===== config.mk =====
export PLATFORM = sky130hd
export DESIGN_NAME = gpu_rect_span_sequencer
export DESIGN_NICKNAME = d
export VERILOG_FILES = /design/src/rtl/gpu_pkg.sv /design/src/rtl/gpu_rect_clip.sv /design/src/rtl/gpu_rect_span_sequencer.sv
export SDC_FILE = /design/constraint.sdc
export NUM_CORES = 1
export LEC_CHECK = 0
export CORE_MARGIN = 4
export CORE_UTILIZATION = 49
export CTS_CLUSTER_SIZE = 20
export DETAILED_ROUTE_END_ITERATION = 16
export PLACE_DENSITY = 0.78
export SETUP_SLACK_MARGIN = 0.02
export SLEW_MARGIN = 20
export SYNTH_ARGS = -nofsm -noshare
export SYNTH_HDL_FRONTEND = slang
export SYNTH_HIERARCHICAL = 1
export SYNTH_SLANG_ARGS = --single-unit
export TNS_END_PERCENT = 20

===== constraint.sdc =====
create_clock -name clk -period 3.55 [get_ports clk]
set_clock_uncertainty 0.2 [all_clocks]
set_input_delay 0.71 -clock clk [delete_from_list [all_inputs] [get_ports clk]]
set_output_delay 0.71 -clock clk [all_outputs]
set_load 0.02 [all_outputs]

===== src/rtl/gpu_pkg.sv =====
// gpu_pkg: shared GPU write-path types and constants
package gpu_pkg;
  localparam int COORD_W = 16;
  localparam int LEN_W = 24;
  localparam int H_DISP_DEF = 1024;
  localparam int V_DISP_DEF = 600;
  typedef enum logic [2:0] {S_IDLE, S_CLIP, S_ISSUE, S_RUN, S_GAP, S_DONE} state_e;
endpackage


===== src/rtl/gpu_rect_clip.sv =====
// gpu_rect_clip: clip a rectangle to the display and flag empty or off-screen rectangles
module gpu_rect_clip import gpu_pkg::*; #(
  parameter int H_DISP = H_DISP_DEF,
  parameter int V_DISP = V_DISP_DEF
) (
  input  logic [COORD_W-1:0] x_i,
  input  logic [COORD_W-1:0] y_i,
  input  logic [COORD_W-1:0] w_i,
  input  logic [COORD_W-1:0] h_i,
  output logic [COORD_W-1:0] w_c_o,
  output logic [COORD_W-1:0] h_c_o,
  output logic               reject_o
);
  localparam logic [COORD_W:0] HD = (COORD_W+1)'(H_DISP);
  localparam logic [COORD_W:0] VD = (COORD_W+1)'(V_DISP);
  logic [COORD_W:0] x_end, y_end;
  always_comb begin
    x_end = {1'b0, x_i} + {1'b0, w_i};
    y_end = {1'b0, y_i} + {1'b0, h_i};
    reject_o = ({1'b0, x_i} >= HD) || ({1'b0, y_i} >= VD) || (w_i == '0) || (h_i == '0);
    w_c_o = (x_end > HD) ? COORD_W'(HD - {1'b0, x_i}) : w_i;
    h_c_o = (y_end > VD) ? COORD_W'(VD - {1'b0, y_i}) : h_i;
  end
endmodule


===== src/rtl/gpu_rect_span_sequencer.sv =====
// gpu_rect_span_sequencer: clip a rectangle fill and issue it to the span-write controller one row at a time
module gpu_rect_span_sequencer import gpu_pkg::*; #(
  parameter int H_DISP = H_DISP_DEF,
  parameter int V_DISP = V_DISP_DEF
) (
  input  logic               clk,
  input  logic               rst,
  input  logic               cmd_valid,
  output logic               cmd_ready,
  input  logic [COORD_W-1:0] cmd_x,
  input  logic [COORD_W-1:0] cmd_y,
  input  logic [COORD_W-1:0] cmd_w,
  input  logic [COORD_W-1:0] cmd_h,
  input  logic [31:0]        cmd_color,
  output logic [COORD_W-1:0] xpos,
  output logic [COORD_W-1:0] ypos,
  output logic [LEN_W-1:0]   len,
  output logic               enable,
  input  logic               busy,
  input  logic               sys_write_enable,
  output logic [31:0]        sys_write_data,
  output logic               done,
  output logic               cmd_err,
  output logic [LEN_W-1:0]   pix_count
);
  state_e state_q;
  logic [COORD_W-1:0] x_q, y_q, w_q, h_q, hc_q, row_q, w_c, h_c;
  logic [31:0] color_q, data_q;
  logic [COORD_W-1:0] xpos_q, ypos_q;
  logic [LEN_W-1:0] len_q, pix_q, pix_d;
  logic ready_q, enable_q, done_q, err_q, reject;
  gpu_rect_clip #(.H_DISP(H_DISP), .V_DISP(V_DISP)) u_clip (
    .x_i(x_q), .y_i(y_q), .w_i(w_q), .h_i(h_q),
    .w_c_o(w_c), .h_c_o(h_c), .reject_o(reject)
  );
  // strobes are only attributed to the command while a span is in flight
  always_comb
    pix_d = (state_q inside {S_ISSUE, S_RUN, S_GAP}) && sys_write_enable && (pix_q != '1) ? pix_q + LEN_W'(1) : pix_q;
  always_ff @(posedge clk) begin
    if (rst) begin
      state_q <= S_IDLE;
      ready_q <= 1'b1;
      enable_q <= 1'b0;
      done_q <= 1'b0;
      err_q <= 1'b0;
      xpos_q <= '0;
      ypos_q <= '0;
      len_q <= '0;
      data_q <= '0;
      pix_q <= '0;
      row_q <= '0;
      hc_q <= '0;
      x_q <= '0;
      y_q <= '0;
      w_q <= '0;
      h_q <= '0;
      color_q <= '0;
    end else begin
      done_q <= 1'b0;
      err_q <= 1'b0;
      pix_q <= pix_d;
      case (state_q)
        S_IDLE: if (cmd_valid) begin
          x_q <= cmd_x;
          y_q <= cmd_y;
          w_q <= cmd_w;
          h_q <= cmd_h;
          color_q <= cmd_color;
          pix_q <= '0;
          ready_q <= 1'b0;
          state_q <= S_CLIP;
        end
        S_CLIP: if (reject) begin
          err_q <= 1'b1;
          ready_q <= 1'b1;
          state_q <= S_IDLE;
        end else begin
          hc_q <= h_c;
          row_q <= '0;
          xpos_q <= x_q;
          ypos_q <= y_q;
          len_q <= {8'd0, w_c};
          data_q <= color_q;
          enable_q <= 1'b1;
          state_q <= S_ISSUE;
        end
        S_ISSUE: if (busy) begin
          enable_q <= 1'b0;
          state_q <= S_RUN;
        end
        S_RUN: if (!busy) begin
          if (row_q == hc_q - COORD_W'(1)) begin
            done_q <= 1'b1;
            state_q <= S_DONE;
          end else begin
            row_q <= row_q + COORD_W'(1);
            state_q <= S_GAP;
          end
        end
        // one idle cycle so the controller can leave its completion state
        S_GAP: begin
          ypos_q <= y_q + row_q;
          enable_q <= 1'b1;
          state_q <= S_ISSUE;
        end
        S_DONE: begin
          ready_q <= 1'b1;
          state_q <= S_IDLE;
        end
        default: state_q <= S_IDLE;
      endcase
    end
  end
  assign cmd_ready = ready_q;
  assign xpos = xpos_q;
  assign ypos = ypos_q;
  assign len = len_q;
  assign enable = enable_q;
  assign sys_write_data = data_q;
  assign done = done_q;
  assign cmd_err = err_q;
  assign pix_count = pix_q;
endmodule


-- Yosys cells after proc, flatten, opt, wreduce, memory -nomap -nowiden
Index checks and enable logic that the tools add are counted.
- equal/unequal tests: 13
- magnitude comparators: 4
- bitwise gates (word level): 3
- reduce and logical (&&, ||, !) cells: 22
- $add $sub $neg: 8
- muxes and demuxes: 25
- operator list (cell ; count):
    $mux W16 ; 6
    $mux W24 ; 3
    $pmux W16 S2 ; 2
    $add A16 B16 Y17 ; 2
    $logic_not A16 Y1 ; 2
    $add A24 B1 Y24 const B ; 1
    $ne A24 B24 Y1 const B ; 1
    $gt A17 B10 Y1 const B ; 1
    $gt A17 B11 Y1 const B ; 1
    $add A16 B1 Y16 const B ; 1
    $add A16 B16 Y16 ; 1
    $eq A16 B16 Y1 ; 1
    $ge A16 B10 Y1 const B ; 1
    $ge A16 B11 Y1 const B ; 1
    $sub A10 B16 Y16 const A ; 1
    $sub A11 B16 Y16 const A ; 1
    $sub A16 B1 Y16 const B ; 1
    $pmux W3 S5 ; 1
    $ne A2 B2 Y1 const B ; 6
    $mux W3 ; 3
    $reduce_and A3 Y1 ; 3
    $reduce_bool A3 Y1 ; 3
    $mux W1 ; 7
    $eq A3 B2 Y1 const B ; 2
    other kinds (13) ; 23
- input bits: 101
- register bits after elaboration: 239
- output and inout bits: 116
- word-level logic and storage cells: 92

-- Depth between registers and ports, before layout
Gate-level depths: netlist (run 1).
- depth after elaboration: 7
- gate-level depth with buffers: 15
- gate-level depth less buffers: 14

-- Cells and area by module
Netlist (run 1), hierarchy kept.
- modules (own cells, without submodules) (module ; cells an instance ; sequential area each (µm²) ; area an instance (µm²) ; times used):
    gpu_rect_span_sequencer ; 1302 ; 4784.6 ; 10168.5 ; 1
    gpu_rect_clip ; 352 ; 0.0 ; 2658.8 ; 1

-- Worst setup path after synthesis (run 1)
OpenSTA, ideal clock, no wires.
- path kind: reg2reg
- start: register x_q[3]
- end: register len_q[10], in the netlist len[10]
- slack: -267 ps
- period minus slack after synthesis: 3817 ps
- data arrival time: 3485 ps
- stages on the path, launching flop included: 14
- path buffers: 2
- cell sequence: dfxtp_1 -> ha_1 -> and3_1 -> a2111o_1 -> a211oi_2 -> mux2_2 -> a221o_1 -> o21ai_1 -> or4b_1 -> buf_6 -> buf_12 -> mux2_4 -> nand2_1 -> a21oi_1
- elaborated cells on any way between the ends: 10
- those cells by class: add/sub: 2; order compare: 2; mux: 1; bitwise: 1; reduce/logical: 4
- RTL lines (element ; RTL line ; source):
    start, declared ; gpu_rect_span_sequencer.sv:27 ; logic [COORD_W-1:0] x_q, y_q, w_q, h_q, hc_q, row_q, w_c, h_c;
    start signal, assigned ; gpu_rect_span_sequencer.sv:64 ; x_q <= cmd_x;
    $add A16 B16 Y17 ; gpu_rect_clip.sv:18 ; x_end = {1'b0, x_i} + {1'b0, w_i};
    $gt A17 B11 Y1 ; gpu_rect_clip.sv:21 ; w_c_o = (x_end > HD) ? COORD_W'(HD - {1'b0, x_i}) : w_i;
    $mux W16 (*) ; gpu_rect_clip.sv:21 ;
    via w_c[10] ; gpu_rect_span_sequencer.sv:27 ;
    end signal, assigned ; gpu_rect_span_sequencer.sv:82 ; len_q <= {8'd0, w_c};
    end, declared ; gpu_rect_span_sequencer.sv:30 ; logic [LEN_W-1:0] len_q, pix_q, pix_d;
Mark *: on every way through the listed nets, which the timed path passes. The rest lies on a longest branch.
A chain may end at the register's enable or synchronous reset.

-- Worst setup path in the final report (run 1)
- start: register w_q[1]
- end: register len_q[10], in the netlist len[10]
- elaborated cells on any way between the ends: 8
- those cells by class: add/sub: 1; order compare: 1; mux: 1; bitwise: 1; reduce/logical: 4
- RTL lines (element ; RTL line ; source):
    start, declared ; gpu_rect_span_sequencer.sv:27 ;
    start signal, assigned ; gpu_rect_span_sequencer.sv:66 ; w_q <= cmd_w;
    $add A16 B16 Y17 ; gpu_rect_clip.sv:18 ;
    $gt A17 B11 Y1 ; gpu_rect_clip.sv:21 ;
    $mux W16 ; gpu_rect_clip.sv:21 ;
    via w_c[10] ; gpu_rect_span_sequencer.sv:27 ;
The timed path passes the listed nets, and every way through them passes these cells.

==> results of run 1 <==
-- routing by layer --
layer / share of wire / track usage / up-vias / wire [µm]
met5: 0 / 0 / - / 0
met4: 0.024 / 0.0662 / 0 / 934
met3: 0.090 / 0.0699 / 56 / 3510
met2: 0.46 / 0.422 / 463 / 17800
met1: 0.43 / 0.342 / 6011 / 16600
li1: - / - / 6179 / -
-- cells in the final DEF (no fill, tap or decap), drive strengths merged, types with 10 or more instances in the layout --
| master | netlist | final |
|---|---|---|
| nor3b | 11 | 11 |
| clkdlybuf4s50 | 0 | 207 |
| xor2 | 31 | 31 |
| buf | 19 | 80 |
| clkbuf | 77 | 35 |
| o21ai | 30 | 30 |
| o31ai | 10 | 10 |
| a311oi | 14 | 14 |
| xnor2 | 62 | 62 |
| nor4 | 21 | 21 |
| or3 | 24 | 24 |
| dfxtp | 239 | 239 |
| nand3 | 38 | 38 |
| nor2 | 92 | 92 |
| or4 | 10 | 10 |
| a21oi | 229 | 229 |
| inv | 33 | 34 |
| a211oi | 12 | 12 |
| nand4 | 14 | 14 |
| nand2 | 437 | 437 |
| nor3 | 28 | 28 |
| a31oi | 16 | 16 |
| mux2 | 32 | 32 |
| ha | 52 | 52 |
-- cells by family after synthesis --
kind of cell	share of synthesized area
AO/OA/AOI/OAI	0.177
XOR/XNOR	0.0635
multiplexers	0.0373
flip-flops	0.373
AND/OR/NAND/NOR	0.251
buffers and inverters	0.0429
other	0.000292
adder cells (fa/ha/maj)	0.0554
-- where the power goes --
group          switching, mW  total [mW]  internal (mW)
Combinational          0.750        1.42          0.669
Sequential             0.111        2.90           2.79
Clock                   1.16        2.88           1.72
-- metrics by stage --
stage	hold WS, ps	utilization	setup TNS [ps]	cells	instance area, µm²
final	250	0.659	-616	2231	16800
after global routing	273	0.659	-2520	2231	16800
after global placement	236	0.615	-698	2177	15700
after CTS	253	0.652	-832	2227	16600
after floorplan	232	-	-577	1661	12900
after detailed placement	243	0.615	-1240	2177	15700
-- flip-flops by register name, summed over array words and instances, names as in the netlist --
signal / count
row_q: 16
h_q: 16
len: 16
cmd_ready: 1
color_q: 32
w_q: 16
cmd_err: 1
enable: 1
xpos: 16
hc_q: 16
ypos: 16
y_q: 16
x_q: 16
pix_count: 24
sys_write_data: 32
state_q: 3
done: 1
-- how the worst max path moves through the flow --
stage / cells after the start / slack, ps / end
3_3_place_gp: 12 / -60 / len[10]
3_5_place_dp: 13 / -100 / len[10]
6_report: 12 / -60 / len[10]
5_1_grt: 12 / -200 / len[10]
2_1_floorplan: 13 / -60 / len[10]
4_1_cts: 12 / -80 / len[10]
-- synthesized netlist by cell type, types with 5 or more instances --
cell type and count:
a211oi_1 11, a21o_1 9, a21oi_1 229, a311oi_1 13
a31oi_1 15, and2_1 6, and3_1 6, and4_1 6
buf_4 8, clkbuf_1 77, dfxtp_1 239, ha_1 52
inv_1 33, mux2_2 22, mux2_4 10, mux2i_1 8
nand2_1 437, nand2b_1 8, nand3_1 38, nand4_1 14
nor2_1 91, nor2b_1 7, nor3_1 28, nor3b_1 10
nor4_1 19, o2111ai_1 6, o21a_1 5, o21ai_0 28
o21bai_1 5, o31ai_1 10, or2_2 5, or3_1 24
or4_1 10, xnor2_1 62, xor2_1 31
-- critical path, delay by kind of cell (launching register included) --
family,cells,cell delay (ps)
DFF,1,330
and+or+nand+nor,2,560
adders and majority gates,1,230
AOI/OAI and AO/OA,6,1360
buffers and inverters,1,170
muxes,2,630
-- layout make-up --
class,instances,area share
clock buffer,35,0.0450
clock inverter,14,0.0101
timing repair buffer,287,0.166
inverter,33,0.00738
multi-input combinational,1293,0.461
tap,330,0.0246
sequential,239,0.286
-- what timing repair did --
action / CTS / global route
resized for setup: 4 / 34
pin swaps: 0 / 8
endpoints found under the setup margin: 16 / 44
gates cloned: 0 / 1
setup buffers: 1 / 3
==> reports/summary.txt, run 1 <==
status: finished with violations
failing checks: setup timing
Worst Setup SP: w_q[1]
Die Span Y: 170 µm
layout cell share with drive strength beyond 1: 0.114
area grow syn2layout: 30.9%
Area contributors post-synth: dfxtp_1, nand2_1, a21oi_1, ha_1, xnor2_1
Die X: 170 µm
Antenna Diode Count: 0
H-tree levels: 1
sequential area share after synthesis: 0.373
CTS sink cnt: 239
Tcrit/Tclk final: 1.02
WS Path Type: flip-flop to flip-flop
fmax: 277 MHz
hold path depth: 2
dominant synthesized flop cell: dfxtp_1
Placement Setup Slack: -101 ps
clk slew on worst S/H paths: 60 ps
Reg2Reg Capture Point: len[10]
Hold Path Sink: sys_write_data[7]
cell mode on critical path: mux2_4
register bit total from synthesis: 239
Fill cells: 2185
Total Nets Final: 2037
max-capacitance violation count: 0
critical path data arrival time: 3820 ps
Placement Rows: 58
CTS Root Cell: clkbuf_16
# hold bufs at CTS: 0
number of enable flip-flop cells after synthesis: 0
min cycle time layout: 3610 ps
power per standard cell area: 429 nW/µm²
Post-DP HPWL: 27.6 mm
Distinct cells, synth: 79
overall power: 7.20 mW
largest net degree at the start of global routing: 81
Crit. End Element: flip-flop
IO Port Bufs: 208
Reg2Reg Depth: 12
fin. max-slew vios: 0
R2R Setup Slk: -60 ps
total gr overflow: 0
Setup WS post-layout: -63.1 ps
CTS tree: built
initial antenna violation count: 0
Slew @ Worst Pin: 696 ps
Total GRT Usage: 0.259
routability cong.: 0.881
Core Region: 25500 µm²
Avg Inst Size Synth: 7.76 µm²
global-route wire length before repair: 62.5 mm
Reg area: 4800 µm²
Initial Utilization: 0.504
warnings from Yosys: 6
DIE AREA: 28800 µm²
CP max-delay cell: or4b_4
worst path cell trace: ha_4 -> a21o_1 -> a2111o_1 -> a211oi_2 -> mux2_4 -> a221o_1 -> o21ai_1 -> or4b_4 -> buf_8 -> mux2_4 -> nand2_1 -> a21oi_1
VDD IR max: 347 µV
endpoints failing setup: 16
Relative slew margins: 0.534
antenna-violating nets left: 0
Worst setup SP type: flip-flop
Gate Count Post-Synth: 1654
RSZ-0062 raised after global routing: true
Leak: 6.26 nW
crit path max fanout: 10
Top Ports: 217
CTS max path bufs: 3
CTS buffer count: 27
WP data required: 3760 ps
Detailed Route WL: 38.8 mm
Min-Delay Path Class: flip-flop to flip-flop
vias in the first global route: 12300
iteration-0 DRC count of the detailed router: 939
share of flip-flops with an asynchronous set or reset: 0
Netlist Area Pre-Place: 12800 µm²
worst hold start: color_q[7]
final hold vios: 0
Vias: 12700
reg2reg start: w_q[1]
drc violations: 0
cell taking the most area after synthesis: dfxtp_1
Multi-input gate area: 7730 µm²
vias per cell: 5.70
CP peak stage delay: 500 ps
DR WL/cell: 17.4 µm
1st-pass router iterations: 7
Clock Latency Late Sink: 550 ps
Synth top area share: 0.373
No activity file was read; power rests on OpenSTA's default activity.
==> run 2, diff against run 1 <==
- CTS_CLUSTER_SIZE: 20 -> 24
==> results of run 2 <==
No change in the layout: final DEF, timing and power equal those of run 1.
==> run 3, diff against run 2 <==
- CORE_MARGIN: 4 -> 2
==> reports/summary.txt, run 3 (synthesis results as in run 1) <==
Vias: 12700 (about the same)
area grow syn2layout: 31.1% (was 30.9%)
fmax: 271 MHz (was 277 MHz)
Post-CTS Setup Inserts: 0 (was 1)
Relative slew margins: 0.520 (was 0.534)
Detailed Route WL: 37.9 mm (was 38.8 mm)
status: finished with violations (unchanged)
Post-DP HPWL: 27.0 mm (was 27.6 mm)
setup_tns: -1990 ps (was -616 ps)
Reg2Reg Depth: 12 (unchanged)
CTS max path bufs: 3 (unchanged)
Placement Setup Slack: -145 ps (was -101 ps)
antenna-violating nets left: 0 (unchanged)
Die X: 166 µm (was 170 µm)
Hold Path Sink: sys_write_data[28] (was sys_write_data[7])
crit path max fanout: 6 (was 10)
Crit. End Element: flip-flop (unchanged)
overall power: 7.41 mW (was 7.20 mW)
cell mode on critical path: mux2_4 (unchanged)
Tcrit/Tclk final: 1.04 (was 1.02)
routability cong.: 0.958 (was 0.881)
failing checks: setup timing (unchanged)
vias per cell: 5.67 (was 5.70)
vias in the first global route: 11900 (was 12300)
Slew @ Worst Pin: 718 ps (was 696 ps)
worst path cell trace: ha_4 -> a21o_1 -> a2111o_1 -> a211oi_2 -> mux2_4 -> a221o_1 -> o21ai_1 -> or4b_4 -> buf_6 -> mux2_4 -> nand2_1 -> a21oi_1 (was ha_4 -> a21o_1 -> a2111o_1 -> a211oi_2 -> mux2_4 -> a221o_1 -> o21ai_1 -> or4b_4 -> buf_8 -> mux2_4 -> nand2_1 -> a21oi_1)
Clock Latency Late Sink: 540 ps (was 550 ps)
clk slew on worst S/H paths: 60 ps (about the same)
initial antenna violation count: 0 (unchanged)
Top Ports: 217 (unchanged)
Core Region: 25900 µm² (was 25500 µm²)
CP peak stage delay: 530 ps (was 500 ps)
Total Nets Final: 2034 (was 2037)
power per standard cell area: 441 nW/µm² (was 429 nW/µm²)
Initial Utilization: 0.495 (was 0.504)
global-route wire length before repair: 60.7 mm (was 62.5 mm)
worst hold start: color_q[28] (was color_q[7])
Min-Delay Path Class: flip-flop to flip-flop (unchanged)
Worst setup SP type: flip-flop (unchanged)
CTS Root Cell: clkbuf_16 (unchanged)
hold path depth: 2 (unchanged)
DIE AREA: 27500 µm² (was 28800 µm²)
CTS tree: built (unchanged)
CP max-delay cell: or4b_4 (unchanged)
DR WL/cell: 16.9 µm (was 17.4 µm)
critical path data arrival time: 3900 ps (was 3820 ps)
iteration-0 DRC count of the detailed router: 989 (was 939)
most common cell after layout, fill and taps aside: nand2_1 (unchanged)
# hold bufs at CTS: 0 (unchanged)
Placement Rows: 59 (was 58)
final hold vios: 0 (unchanged)
fin. max-slew vios: 0 (unchanged)
H-tree levels: 1 (unchanged)
CTS buffer count: 27 (unchanged)
RSZ-0062 raised after global routing: true (unchanged)
layout cell share with drive strength beyond 1: 0.111 (was 0.114)
total gr overflow: 0 (unchanged)
CTS sink cnt: 239 (unchanged)
Leak: 6.30 nW (was 6.26 nW)
commonest non-fill, non-tap cells in the layout: nand2_1, dfxtp_1, a21oi_1 (unchanged)
Reg2Reg Capture Point: len[11] (was len[10])
endpoints failing setup: 16 (unchanged)
WS Path Type: flip-flop to flip-flop (unchanged)
max-capacitance violation count: 0 (unchanged)
largest net degree at the start of global routing: 96 (was 81)
reg2reg start: w_q[1] (unchanged)
Antenna Diode Count: 0 (unchanged)
drc violations: 0 (unchanged)
IO Port Bufs: 208 (unchanged)
VDD IR max: 427 µV (was 347 µV)
Total GRT Usage: 0.263 (was 0.259)
min cycle time layout: 3690 ps (was 3610 ps)
1st-pass router iterations: 7 (unchanged)
WP data required: 3760 ps (about the same)
Die Span Y: 166 µm (was 170 µm)
Setup WS post-layout: -144 ps (was -63.1 ps)
R2R Setup Slk: -140 ps (was -60 ps)
-- run 3: cell count changes in the layout (fill, tap and decap cells not counted), sizes merged --
cell      before  now
bufinv         3    5
clkinvlp       4    1
clkbuf        35   40
clkinv         6    4
buf           80   76
-- run 3: layout make-up --
| type | instances | area (µm²) |
|---|---|---|
| fillers | 2193 | 9100 |
| multi-input cells | 1293 | 7690 |
| flip-flops and latches | 239 | 4800 |
| repair buffers | 284 | 2780 |
| clock buffers | 39 | 812 |
| well taps | 335 | 419 |
| clock inverters | 11 | 190 |
| inverters | 33 | 124 |
-- run 3: repair_timing --
item                                    in CTS  in global routing
pin swaps                                    0                  4
endpoints found under the setup margin      16                 49
gates cloned                                 0                  1
gates resized for setup                      3                 26
-- run 3: where the power goes --
group | switching, mW | total, mW | leakage, nW | internal, mW
clock network | 1.14 | 3.09 | 0.491 | 1.95
logic | 0.752 | 1.43 | 3.87 | 0.677
registers | 0.107 | 2.89 | 1.95 | 2.79
total | 2.00 | 7.41 | 6.30 | 5.41
-- run 3: per-layer routing --
metal  track usage  share of wire
met1         0.354           0.44
met2         0.416           0.45
met3        0.0658          0.088
met4        0.0805          0.030
met5             0              0
-- run 3: stage by stage --
stage / utilization / area (µm²) / cells / hold WS [ps]
3_3_place_gp: 0.605 / 15700 / 2183 / 237
5_1_grt: 0.649 / 16800 / 2234 / 270
6_report: 0.649 / 16800 / 2234 / 246
2_1_floorplan: - / 12900 / 1661 / 232
3_5_place_dp: 0.605 / 15700 / 2183 / 243
4_1_cts: 0.644 / 16700 / 2233 / 252
-- run 3: how the worst max path moves through the flow --
stage	from	end	slack, ps	cells after the start
5_1_grt	w_q[1]	len[11]	-270	12
6_report	w_q[1]	len[11]	-140	12
2_1_floorplan	x_q[1]	len[10]	-60	13
4_1_cts	x_q[1]	len[7]	-130	12
3_3_place_gp	x_q[1]	len[5]	-60	12
3_5_place_dp	x_q[1]	len[7]	-150	12
-- run 3: critical path: cells and delay by family, from the launching register on --
family	cells	cell delay (ps)
AO/OA/AOI/OAI	6	1400
multiplexers	2	620
AND/OR/NAND/NOR	2	590
flip-flops	1	340
adder cells (fa/ha/maj)	1	230
buffers and inverters	1	180
